<file path="src/rtl/i2c_apb_fifo.sv">
// First-word-fall-through FIFO between the APB slave and the I2C core.
// One instance is used on the TX path and one on the RX path. EMPTY drives the TX_EMPTY/RX_EMPTY interrupts.
module i2c_apb_fifo #(
    parameter int DWIDTH = 32,
    parameter int AWIDTH = 4
) (
    input  logic              PCLK,
    input  logic              PRESET,
    input  logic              WR_EN,
    input  logic [DWIDTH-1:0] DATA_IN,
    input  logic              RD_EN,
    output logic [DWIDTH-1:0] DATA_OUT,
    output logic              FULL,
    output logic              EMPTY,
    output logic [AWIDTH:0]   COUNT,
    output logic              OVERFLOW,
    output logic              UNDERFLOW
);
    localparam int DEPTH = 1 << AWIDTH;
    localparam logic [AWIDTH:0] DEPTH_C = (AWIDTH+1)'(DEPTH);

    logic [DWIDTH-1:0] mem [DEPTH];
    logic [AWIDTH-1:0] wp, rp;
    logic [AWIDTH:0]   cnt;
    logic              full, empty, push, pop;

    assign full  = (cnt == DEPTH_C);
    assign empty = (cnt == '0);
    // A push into a full FIFO is allowed only when a pop frees a slot on the same edge.
    assign push  = WR_EN && (!full || RD_EN);
    assign pop   = RD_EN && !empty;

    always_ff @(posedge PCLK) begin
        if (PRESET) begin
            wp        <= '0;
            rp        <= '0;
            cnt       <= '0;
            OVERFLOW  <= 1'b0;
            UNDERFLOW <= 1'b0;
        end else begin
            if (push) wp <= wp + AWIDTH'(1);
            if (pop)  rp <= rp + AWIDTH'(1);
            if (push && !pop)      cnt <= cnt + (AWIDTH+1)'(1);
            else if (pop && !push) cnt <= cnt - (AWIDTH+1)'(1);
            OVERFLOW  <= WR_EN && full && !RD_EN;
            UNDERFLOW <= RD_EN && empty;
        end
    end

    // The storage array has no reset. Its contents are masked while the FIFO is empty.
    always_ff @(posedge PCLK) begin
        if (!PRESET && push) mem[wp] <= DATA_IN;
    end

    assign DATA_OUT = empty ? '0 : mem[rp];
    assign FULL     = full;
    assign EMPTY    = empty;
    assign COUNT    = cnt;
endmodule

</file>
<file path="config.mk">
export PLATFORM = sky130hd
export DESIGN_NAME = i2c_apb_fifo
export DESIGN_NICKNAME = d
export VERILOG_FILES = /design/src/rtl/i2c_apb_fifo.sv
export SDC_FILE = /design/constraint.sdc
export NUM_CORES = 1
export LEC_CHECK = 0
export BUFFER_PORTS_ARGS = -buffer_cell sky130_fd_sc_hd__buf_2
export CORE_MARGIN = 4
export CORE_UTILIZATION = 30
export DETAILED_ROUTE_END_ITERATION = 12
export SLEW_MARGIN = 20
export SYNTH_ARGS = -nofsm -noshare
export SYNTH_HDL_FRONTEND = slang
export SYNTH_SLANG_ARGS = --single-unit
export TNS_END_PERCENT = 1
</file>
<file path="constraint.sdc">
create_clock -name PCLK -period 4.3 [get_ports PCLK]
set_clock_uncertainty 0.1 [all_clocks]
set_input_delay 0.43 -clock PCLK [delete_from_list [all_inputs] [get_ports PCLK]]
set_output_delay 0.43 -clock PCLK [all_outputs]
set_load 0.05 [all_outputs]
</file>
Yosys cells after proc, flatten, opt, wreduce, memory -nomap -nowiden
Memories as Yosys holds them, arrays and structs flattened. A register that Yosys moved wholly into a read port is not among the register bits.
Index checks and enable logic that the tools add are counted.
{"block": "totals", "ff_bits": 15, "ramBits": 512, "in_bits": 36, "out_inout_bits": 41, "wordCells": 35, "memories": 1}
{"name": "mem", "depth": 16, "width": 32, "rd": 1, "rd_ports_with_merged_regs": 1, "wr": 1, "line_no": "22", "rtl": "logic [DWIDTH-1:0] mem [DEPTH];"}
{"block": "op_classes", "addsub": 4, "eq_ne": 1, "n_mux": 7, "reduce_logical": 17}
{"op": "32-bit 2-to-1 mux", "count": 1}
{"op": "5-bit 2-to-1 mux", "count": 2}
{"op": "4-bit by 1-bit adder with 4-bit output (second input constant)", "count": 2}
{"op": "1-bit logical AND", "count": 8}
{"op": "4-bit 2-to-1 mux", "count": 2}
{"op": "1-bit logical NOT", "count": 6}
{"op": "5-bit by 1-bit adder with 5-bit output (second input constant)", "count": 1}
{"op": "5-bit equality test (second input constant)", "count": 1}
{"op": "5-bit logical NOT", "count": 1}
{"op": "5-bit by 1-bit subtractor with 5-bit output (second input constant)", "count": 1}
{"op": "1-bit 2-to-1 mux", "count": 2}
{"op": "2-bit nonzero test", "count": 1}
{"op": "1-bit logical OR", "count": 1}

Longest topological paths before layout
Gate-level depths: netlist (run 1).
{"block": "depth", "word_depth": 8, "depth_mapped": 11}

Worst setup path before layout (run 1)
OpenSTA, ideal clock, no wires.
{"block": "synth_timing", "path_kind": "reg-to-reg", "start": "register cnt[0], in the netlist COUNT[0]", "end": "memory mem[0][0], enable pin", "setup_ns": 0.461, "arrival_ns": 3.532, "slack_ns": 0.207, "path_stages_with_launch": 5, "path_buffers": 0, "cell_sequence": "dfxtp_1 > nor4_1 > a31oi_1 > nand2_1 > nor3_1"}
{"block": "synth_via", "elab_chain_len": 7}
{"element": "from (decl)", "line_no": "24", "rtl": "logic [AWIDTH:0] cnt;"}
{"element": "from (signal assigned)", "line_no": "43", "rtl": "if (push && !pop) cnt <= cnt + (AWIDTH+1)'(1);"}
{"element": "from (signal assigned)", "line_no": "44", "rtl": "else if (pop && !push) cnt <= cnt - (AWIDTH+1)'(1);"}
{"element": "5-bit equality test", "line_no": "27", "rtl": "assign full = (cnt == DEPTH_C);"}
{"element": "1-bit logical NOT", "line_no": "30", "rtl": "assign push = WR_EN && (!full || RD_EN);"}
{"element": "1-bit logical OR", "line_no": "30"}
{"element": "1-bit logical AND", "line_no": "30"}
{"element": "1-bit logical AND", "line_no": "52", "rtl": "if (!PRESET && push) mem[wp] <= DATA_IN;"}
{"element": "1-bit 2-to-1 mux", "line_no": "52"}
{"element": "1-bit 2-to-1 mux (not written as such)", "line_no": "52"}
{"element": "to (decl)", "line_no": "22"}
No other way between the ends.

Worst setup path after layout (run 1)
{"block": "layout_timing", "start": "register cnt[0], in the netlist COUNT[0]", "end": "output port DATA_OUT[0]"}
{"block": "layout_via", "elab_chain_len": 2}
{"element": "5-bit logical NOT", "line_no": "28", "rtl": "assign empty = (cnt == '0);"}
{"element": "32-bit 2-to-1 mux", "line_no": "55", "rtl": "assign DATA_OUT = empty ? '0 : mem[rp];"}
{"element": "to (decl)", "line_no": "12", "rtl": "output logic [DWIDTH-1:0] DATA_OUT,"}
No other way between the ends.

==> results of run 1 <==
## critical path: cells and delay by family, from the launching register on
kind | cells | cell delay, ns
buf+inv | 2 | 0.57
flops | 1 | 0.37
simple gates | 2 | 0.89
compound gates | 2 | 0.77
## final cells by class
class,count,area (sq um)
fillers,6181,43320
flip-flops and latches,531,15770
multi-input cells,316,4508
repair buffers,105,760.7
clock inverters,38,414.1
clock buffers,64,1389
diodes,1,2.502
well taps,873,1092
inverters,6,22.52
## Yosys cell counts, types with 3 or more instances
cell type  count
buf_2         21
buf_6          3
a21oi_1        4
mux2i_1        3
nand2_1        6
xor2_1         4
nor3_1         4
inv_1          6
ha_1           9
mux2_2        33
nand3_1        3
buf_1          4
nand2b_1       3
nor2b_1       32
clkbuf_1      14
edfxtp_1     512
nor4_1         4
nor2_1        30
xnor2_1        3
mux4_2       128
a221o_1       32
dfxtp_1       19
buf_4          6
## per-layer routing
metal  up-vias  part of all wire  GRT usage
met5         -           0.00045          0
met4         4             0.018    0.02910
met3        66             0.049    0.02573
met2       221              0.49     0.2123
met1      5096              0.45     0.1787
li1       4043                 -          -
## cell usage in the layout, fill, tap and decap left out, types with 9 or more instances in the layout
cell,n
edfxtp_1,512
nor2b_1,32
dfxtp_1,16
clkbuf_16,54
nor2_4,14
clkbuf_1,10
clkinv_2,15
mux4_2,128
buf_4,16
ha_1,9
buf_12,13
clkinv_1,9
buf_2,76
mux2_2,33
nor2_1,17
a221o_1,32
## report_power, final
group	internal, mW	switching [mW]	total [mW]
logic	1.30	2.00	3.30
clock network	2.70	2.02	4.72
registers	5.77	0.142	5.91
total	9.78	4.16	13.9
## flip-flops by register name, summed over array words and instances (netlist names), named ones only
| register | cells |
|---|---|
| mem | 512 |
| COUNT | 5 |
| UNDERFLOW | 1 |
| wp | 4 |
| OVERFLOW | 1 |
| rp | 4 |
## how the worst min path moves through the flow
stage	from	end
finish	RD_EN	OVERFLOW$_SDFF_PP0_
global route	RD_EN	OVERFLOW$_SDFF_PP0_
detailed placement	rp[3]$_SDFFE_PP0P_	register
CTS	RD_EN	OVERFLOW$_SDFF_PP0_
floorplan	rp[3]$_SDFFE_PP0P_	register
global placement	rp[3]$_SDFFE_PP0P_	register
## per-stage QoR
stage                       util  hold slack (ns)  instance area (sq um)  setup slack, ns  instances
after detailed placement  0.3292           0.4126                  22150           0.9988       1831
after global placement    0.3292           0.4035                  22150            1.019       1831
after floorplan                -           0.3902                  20410           0.2068        901
after global routing      0.3560          0.04431                  23950           0.3382       1933
final                     0.3561          0.05161                  23960           0.5286       1934
after CTS                 0.3560         0.002671                  23950           0.4360       1933
## cell families after synthesis
| group | count (synthesis) | synth area share |
|---|---|---|
| AND/OR/NAND/NOR | 88 | 0.02268 |
| flip-flops | 531 | 0.7718 |
| adder cells (fa/ha/maj) | 10 | 0.006497 |
| XOR/XNOR | 7 | 0.003003 |
| AO/OA/AOI/OAI | 47 | 0.02176 |
| multiplexers | 164 | 0.1609 |
| buffers and inverters | 54 | 0.01342 |
==> reports/qor.csv, run 1 <==
stage,metric,value,unit
clock_network,clk_latency,0.62,ns
timing,timing_worst_slew_pin_value,0.8675,ns
clock_network,clock-root-buffer,clkbuf_16,
clock_network,cts_setup_buffers,0,
cells_and_area,nNetsFinal,1060,
power,vdd_drop_max,0.0003280,V
synth,seq_area_frac_synth,0.7718,
clock_network,cts_made_buffers,54,
drt,vias,9430,
synth,syn_avg_cell_area,22.66,sq um
cells_and_area,area_growth,17.35,%
drt,postRouteWirelength,46400,microns
floorplanning,die_y,268.9,microns
worst_setup_path,end_kind,output pin,
synth,synth_edf_count,512,
floorplanning,core,67280,sq um
timing,finalCritPeriodShare,0.8771,
timing,final_hold_viol_count,0,
timing,timing.fmax,265.2,MHz
floorplanning,io-pin-count,77,
synth,yosysTopAreaCell,edfxtp_1,
floorplanning,fp.dieArea,72290,sq um
synth,ys_top_cells_by_area,"edfxtp_1 75%, mux4_2 14%, dfxtp_1 1.9%, mux2_2 1.8%, a221o_1 1.6%",
placement,gp_congestion,0.6964,
timing,setup-tns-final,0,ns
worst_setup_path,crit_slowest_cell,or4_1,
global_routing,grt_pass1_wl,68170,microns
global_routing,grt_start_max_net_pins,63,
synth,ys_ff_latch,531,
synth,syn_inst,901,
floorplanning,rows,95,
placement,hpwl,25890,microns
global_routing,grt_pass1_vias,10030,
synth,synth_cell_types,38,
worst_setup_path,reg2reg_slack,0.96,ns
clock_network,cts_resized,0,
worst_setup_path,critPathMaxFanout,14,
clock_network,cts_hold_buf,0,
power,p_per_area,581.9,nW/um^2
timing,post-route-min-period,3.771,ns
worst_setup_path,worstRegToRegCells,10,
power,p_leak,7.398,nW
job,drv_cap,0,
clock_network,cts_num_sinks,531,
synth,async_flop_share,0,
cells_and_area,drive_gt1_frac,0.3519,
timing,setup_viol,0,
drt,drtPass1Iterations,5,
floorplanning,die_w,268.9,microns
clock_network,cts.htree.levels,2,
status,outcome,"complete, no violations",
worst_setup_path,max_stage_delay,0.81,ns
worst_setup_path,crit_chain,"or4_1, o211ai_4, buf_4, nor2b_1, a221o_1, buf_2",
clock_network,clockBufferDepth,3,
clock_network,clk_pin_slew_worst_paths,0.06,ns
synth,synth_top_area_frac,0.7531,
global_routing,grt_usage,0.1289,
synth,syn_area,20410,sq um
drt,drtAntennaViolNets,0,
worst_setup_path,startpoint_type,register,
power,power,13.94,mW
floorplanning,start_util,0.3034,
worst_setup_path,crit_end,DATA_OUT[0],
global_routing,antenna_found_initial,2,
synth,syn_nets,947,
timing,rsz0062_at_grt,no,
global_routing,grt_overflow,0,
placement,io_buffers,76,
drt,drt_iter0_drc,631,
worst_setup_path,r2r-end,COUNT[4]$_SDFFE_PP0P_,
synth,yosysWarnings,0,
worst_setup_path,worst_ep_required_time,3.77,ns
clock_network,cts_tree,yes,
worst_hold_path,hp-class,primary input to register,
worst_setup_path,r2r-start,COUNT[0]$_SDFFE_PP0P_,
worst_hold_path,hold_depth,2,
drt,drcViolationCount,0,
worst_setup_path,cp-startpoint,COUNT[0]$_SDFFE_PP0P_,
worst_setup_path,worstPathArrival,3.24,ns
timing,finalMaxSlewViolations,0,
synth,synthFlopType,edfxtp_1,
drt,viasPerCell,4.876,
drt,wl_per_cell,23.99,microns
worst_setup_path,timing.setup.critical_path_class,register to output pin,
timing,slew_headroom,0.4203,
Power figures use the tool's default switching activity.
==> inputs of run 2 (changes only) <==
- CELL_PAD_IN_SITES_DETAIL_PLACEMENT: not set -> 0
- CELL_PAD_IN_SITES_GLOBAL_PLACEMENT: not set -> 1
- CORE_MARGIN: 4 -> not set
- PLACE_DENSITY_LB_ADDON: not set -> 0.1
- clock period: 4.3 -> 4.41 ns (I/O delays scaled with it)
==> reports/qor.csv, run 2 (synthesis results as in run 1) <==
stage,metric,value,unit
status,outcome,"complete, no violations",
timing,finalCritPeriodShare,0.8760,
timing,post-route-min-period,3.863,ns
power,power_frac_comb,0.233,
global_routing,grt_usage,0.1448,
power,p_seq_frac,0.421,
drt,wl_per_cell,25.45,microns
power,p_clk_frac,0.345,
floorplanning,die_y,262.9,microns
drt,drt_iter0_drc,607,
drt,viasPerCell,4.824,
drt,postRouteWirelength,49400,microns
placement,io_buffers,76,
floorplanning,start_util,0.3034,
global_routing,grt_pass1_wl,72300,microns
power,p_switching,4.044,mW
clock_network,cts_tree,yes,
drt,vias,9364,
power,internal_power,9.652,mW
power,p_leak,7.418,nW
clock_network,clock-root-buffer,clkbuf_16,
floorplanning,io-pin-count,77,
timing,setup_viol,0,
clock_network,clk_pin_slew_worst_paths,0.06,ns
clock_network,cts_resized,0,
floorplanning,die_w,262.9,microns
cells_and_area,mostFrequentLayoutCells,"512 x edfxtp_1, 128 x mux4_2, 76 x buf_2",
clock_network,cts_num_sinks,531,
worst_hold_path,hp-class,primary input to register,
clock_network,cts.htree.levels,2,
drt,drtAntennaViolNets,0,
cells_and_area,regMostFlops,mem,
worst_setup_path,max_stage_delay,0.61,ns
clock_network,clockBufferDepth,3,
worst_setup_path,worstPathArrival,3.32,ns
timing,finalMaxSlewViolations,0,
worst_setup_path,startpoint_type,register,
timing,final_hold_viol_count,0,
cells_and_area,final_util,0.3574,
cells_and_area,num_antenna_cells,0,
timing,timing_worst_slew_pin_value,0.9331,ns
timing,timing.fmax,258.9,MHz
drt,drcViolationCount,0,
floorplanning,core,67280,sq um
floorplanning,fp.dieArea,69100,sq um
drt,drtPass1Iterations,4,
cells_and_area,nNetsFinal,1067,
timing,rsz0062_at_grt,no,
job,drv_cap,0,
worst_setup_path,critPathTopFamily,simple AND/OR/NAND/NOR gates,
worst_setup_path,critPathMaxFanout,17,
cells_and_area,drive_gt1_frac,0.3455,
worst_setup_path,worst_ep_required_time,3.87,ns
worst_setup_path,crit_slowest_cell,nor2_4,
global_routing,grt_overflow,0,
cells_and_area,area_growth,17.77,%
worst_setup_path,timing.setup.critical_path_class,register to output pin,
worst_setup_path,end_kind,output pin,
timing,slew_headroom,0.3764,
global_routing,antenna_found_initial,1,
timing,setup-tns-final,0,ns
cells_and_area,final_common_cell,edfxtp_1,
worst_setup_path,crit_chain,"or4_1, nor2_4, nor2_4, buf_4, a221o_1, buf_2",
global_routing,grt_pass1_vias,10220,
clock_network,cts_setup_buffers,0,
placement,hpwl,26830,microns
clock_network,clk_latency,0.60,ns
worst_setup_path,cp_common_cell,nor2_4,
placement,gp_congestion,0.6725,
power,switching_share,0.2953,
cells_and_area,fin_area,24040,sq um
power,p_per_area,569.6,nW/um^2
placement,placed_area,22190,sq um
clock_network,cts_made_buffers,59,
power,vdd_drop_max,0.0002760,V
global_routing,grt_start_max_net_pins,42,
cells_and_area,largest_register_ffs,512,
cells_and_area,nFillCells,6261,
worst_setup_path,critPathBufInv,2,
floorplanning,rows,95,
clock_network,cts_hold_buf,0,
[run 2: cell types whose count changed in the layout (fill, tap and decap cells not counted), moves of 2 or more]
| cell | before | now |
|---|---|---|
| clkbuf_1 | 10 | 22 |
| buf_12 | 13 | 15 |
| clkinv_2 | 15 | 8 |
| clkbuf_16 | 54 | 59 |
[run 2: layout make-up]
cell class,instances,area (sq um),share of cell area
Timing Repair Buffer,107,800.8,0.03331
Clock buffer,81,1559,0.06484
Multi-Input combinational cell,316,4508,0.1875
Clock inverter,27,294.0,0.01223
Tap cell,873,1092,0.04543
Sequential cell,531,15770,0.6558
Inverter,6,22.52,0.0009367
[run 2: path summary, 6_finish.rpt]
check / start / endpoint / slack (ns) / cells after the start
worst min-delay path: RD_EN / OVERFLOW$_SDFF_PP0_ / 0.08 / 2
worst max-delay path: COUNT[0]$_SDFFE_PP0P_ / DATA_OUT[2] / 0.55 / 6
worst min register to register: rp[3]$_SDFFE_PP0P_ / register / 0.41 / 2
worst max register to register: COUNT[0]$_SDFFE_PP0P_ / COUNT[4]$_SDFFE_PP0P_ / 1.07 / 10
[run 2: worst reg2reg max path: cells and delay by family (launching register included)]
family	cells	cell delay [ns]
compound gates	4	0.83
fa+ha+maj	2	0.52
buf+inv	2	0.23
flops	1	0.38
mux	1	0.35
simple gates	1	0.82
[run 2: layer usage]
layer	GRT usage	share of wire
met1	0.2007	0.46
met3	0.02521	0.043
met5	0	0.00018
met4	0.03635	0.019
met2	0.2361	0.48
[run 2: per-stage QoR]
stage                     setup slack (ns)  total power [mW]  hold WS, ns  instances
after detailed placement             1.081             9.174       0.4045       1833
after floorplan                     0.3168             8.277       0.3902        901
after global placement               1.064             9.180       0.4045       1833
after CTS                           0.4184             13.97      0.03372       1941
final                               0.5469             13.70      0.07529       1941
after global routing                0.2874             14.28      0.03914       1941
[run 2: power groups by stage]
stage                     registers, mW  clock network [mW]  logic, mW
after floorplan                    5.83                   0       2.44
after global placement             5.88                   0       3.30
after detailed placement           5.89                   0       3.29
after CTS                          5.78                4.90       3.29
after global routing               5.79                5.08       3.41
final                              5.77                4.73       3.19
==> inputs of run 3 (changes only) <==
- SLEW_MARGIN: 20 -> 10
- clock period: 4.41 -> 3.8 ns (I/O delays scaled with it)
==> reports/qor.csv, run 3 (synthesis results as in run 1) <==
stage,metric,value,unit
drt,wl_per_cell,25.35,microns
global_routing,grt_overflow,0,
power,p_per_area,656.6,nW/um^2
drt,drcViolationCount,0,
timing,post-route-min-period,3.526,ns
floorplanning,core,67280,sq um
floorplanning,die_w,262.9,microns
cells_and_area,drive_gt1_frac,0.3536,
worst_setup_path,crit_end,DATA_OUT[20],
clock_network,cts_made_buffers,58,
floorplanning,io-pin-count,77,
cells_and_area,mostFrequentLayoutCells,"512 x edfxtp_1, 128 x mux4_2, 76 x buf_2",
cells_and_area,area_growth,17.95,%
cells_and_area,largest_register_ffs,512,
floorplanning,die_y,262.9,microns
timing,final_hold_viol_count,0,
status,outcome,"complete, no violations",
power,p_switching,4.681,mW
power,p_clk_frac,0.339,
clock_network,cts_tree,yes,
worst_hold_path,hp-class,primary input to register,
placement,placed_area,22240,sq um
placement,place_ws,0.4765,ns
drt,vias,9474,
cells_and_area,seqCellArea,15770,sq um
timing,slew_headroom,0.5098,
clock_network,cts.htree.levels,2,
floorplanning,start_util,0.3034,
cells_and_area,final_common_cell,edfxtp_1,
placement,io_buffers,76,
worst_setup_path,worstRegToRegCells,10,
worst_setup_path,end_kind,output pin,
drt,postRouteWirelength,49580,microns
worst_setup_path,startpoint_type,register,
floorplanning,fp.dieArea,69100,sq um
worst_setup_path,reg2reg_slack,0.65,ns
placement,hpwl,26550,microns
timing,finalCritPeriodShare,0.9278,
worst_setup_path,worstPathArrival,3.05,ns
power,p_leak,7.482,nW
global_routing,grt_pass1_vias,10410,
clock_network,clk_latency,0.60,ns
drt,drtPass1Iterations,4,
worst_hold_path,hp-start,DATA_IN[24],
cells_and_area,multi_input_area,4518,sq um
drt,drtAntennaViolNets,0,
worst_setup_path,r2r-end,COUNT[4]$_SDFFE_PP0P_,
drt,viasPerCell,4.844,
global_routing,grt_usage,0.1468,
cells_and_area,nFillCells,6242,
floorplanning,rows,95,
clock_network,cts_setup_buffers,0,
clock_network,cts_num_sinks,531,
worst_setup_path,critPathMaxFanout,34,
clock_network,clockBufferDepth,3,
global_routing,antenna_found_initial,3,
power,p_seq_frac,0.420,
timing,finalMaxSlewViolations,0,
clock_network,clock-root-buffer,clkbuf_16,
timing,worst_slack,0.2745,ns
job,drv_cap,0,
timing,setup_viol,0,
worst_setup_path,timing.setup.critical_path_class,register to output pin,
power,switching_share,0.2961,
cells_and_area,num_antenna_cells,0,
cells_and_area,nNetsFinal,1081,
power,vdd_drop_max,0.0003590,V
worst_setup_path,worst_ep_required_time,3.32,ns
timing,timing.fmax,283.6,MHz
timing,timing_worst_slew_pin_value,0.7353,ns
power,internal_power,11.13,mW
placement,gp_congestion,0.6661,
global_routing,grt_start_max_net_pins,51,
timing,fin_hold_ws,0.04686,ns
global_routing,grt_pass1_wl,73360,microns
power,power_frac_comb,0.240,
clock_network,clk_pin_slew_worst_paths,0.06,ns
timing,rsz0062_at_grt,no,
worst_setup_path,r2r-start,COUNT[0]$_SDFFE_PP0P_,
cells_and_area,regMostFlops,mem,
drt,drt_iter0_drc,517,
cells_and_area,fin_area,24080,sq um
[run 3: cell types whose count changed in the layout (fill, tap and decap cells not counted), moves of 2 or more]
cell and change:
dlygate4sd3_1 +2, buf_4 +17, clkinv_1 +8, clkinv_2 +2, clkbuf_1 -8, buf_12 -4
[run 3: repair_timing]
action / in CTS / in global routing
setup endpoints to repair: 0 / 1
endpoints found under the hold margin: 2 / 0
resized for setup: 0 / 1
hold buffers: 2 / 0
[run 3: worst min-delay path by stage]
| stage | to | slack, ns | cells past startpoint |
|---|---|---|---|
| 4_1_cts | mem[12][8]$_DFFE_PP_ | 0.001 | 1 |
| 3_3_place_gp | register | 0.40 | 2 |
| 5_1_grt | mem[1][21]$_DFFE_PP_ | 0.02 | 1 |
| 3_5_place_dp | register | 0.42 | 2 |
| 2_1_floorplan | OVERFLOW$_SDFF_PP0_ | 0.36 | 1 |
| 6_report | mem[5][24]$_DFFE_PP_ | 0.05 | 1 |
[run 3: area by class of cell]
class | count | share of cell area
Inverter | 6 | 0.0009353
Sequential cell | 531 | 0.6548
Timing Repair Buffer | 122 | 0.03606
Clock buffer | 73 | 0.06350
Tap cell | 873 | 0.04536
Clock inverter | 35 | 0.01174
Multi-Input combinational cell | 316 | 0.1876
[run 3: per-layer routing]
layer / track usage / up-vias / wire [microns]
li1: - / 4079 / -
met1: 0.2065 / 5177 / 23320
met2: 0.2344 / 145 / 23500
met3: 0.02802 / 69 / 1836
met4: 0.03604 / 4 / 892
met5: 0 / - / 29
[run 3: stage by stage]
stage / util / setup TNS [ns] / std cells / power [mW]
after detailed placement: 0.3306 / 0 / 1846 / 10.67
after floorplan: - / -27.98 / 901 / 9.604
final: 0.3579 / 0 / 1956 / 15.81
after CTS: 0.3579 / 0 / 1956 / 16.11
after global placement: 0.3306 / 0 / 1846 / 10.68
after global routing: 0.3579 / 0 / 1956 / 16.50
[run 3: critical path, cell delays in order (launching register included)]
cell and delay [ns]:
dfxtp_4 0.79, buf_4 0.41, mux4_2 0.36, mux2_2 0.29, a221o_1 0.32, buf_2 0.22
[run 3: power groups by stage]
| stage | sequential [mW] | clock, mW | combinational [mW] |
|---|---|---|---|
| after global routing | 6.66 | 5.78 | 4.06 |
| final | 6.64 | 5.37 | 3.80 |
| after floorplan | 6.77 | 0 | 2.84 |
| after CTS | 6.65 | 5.55 | 3.91 |
| after detailed placement | 6.77 | 0 | 3.90 |
| after global placement | 6.77 | 0 | 3.91 |
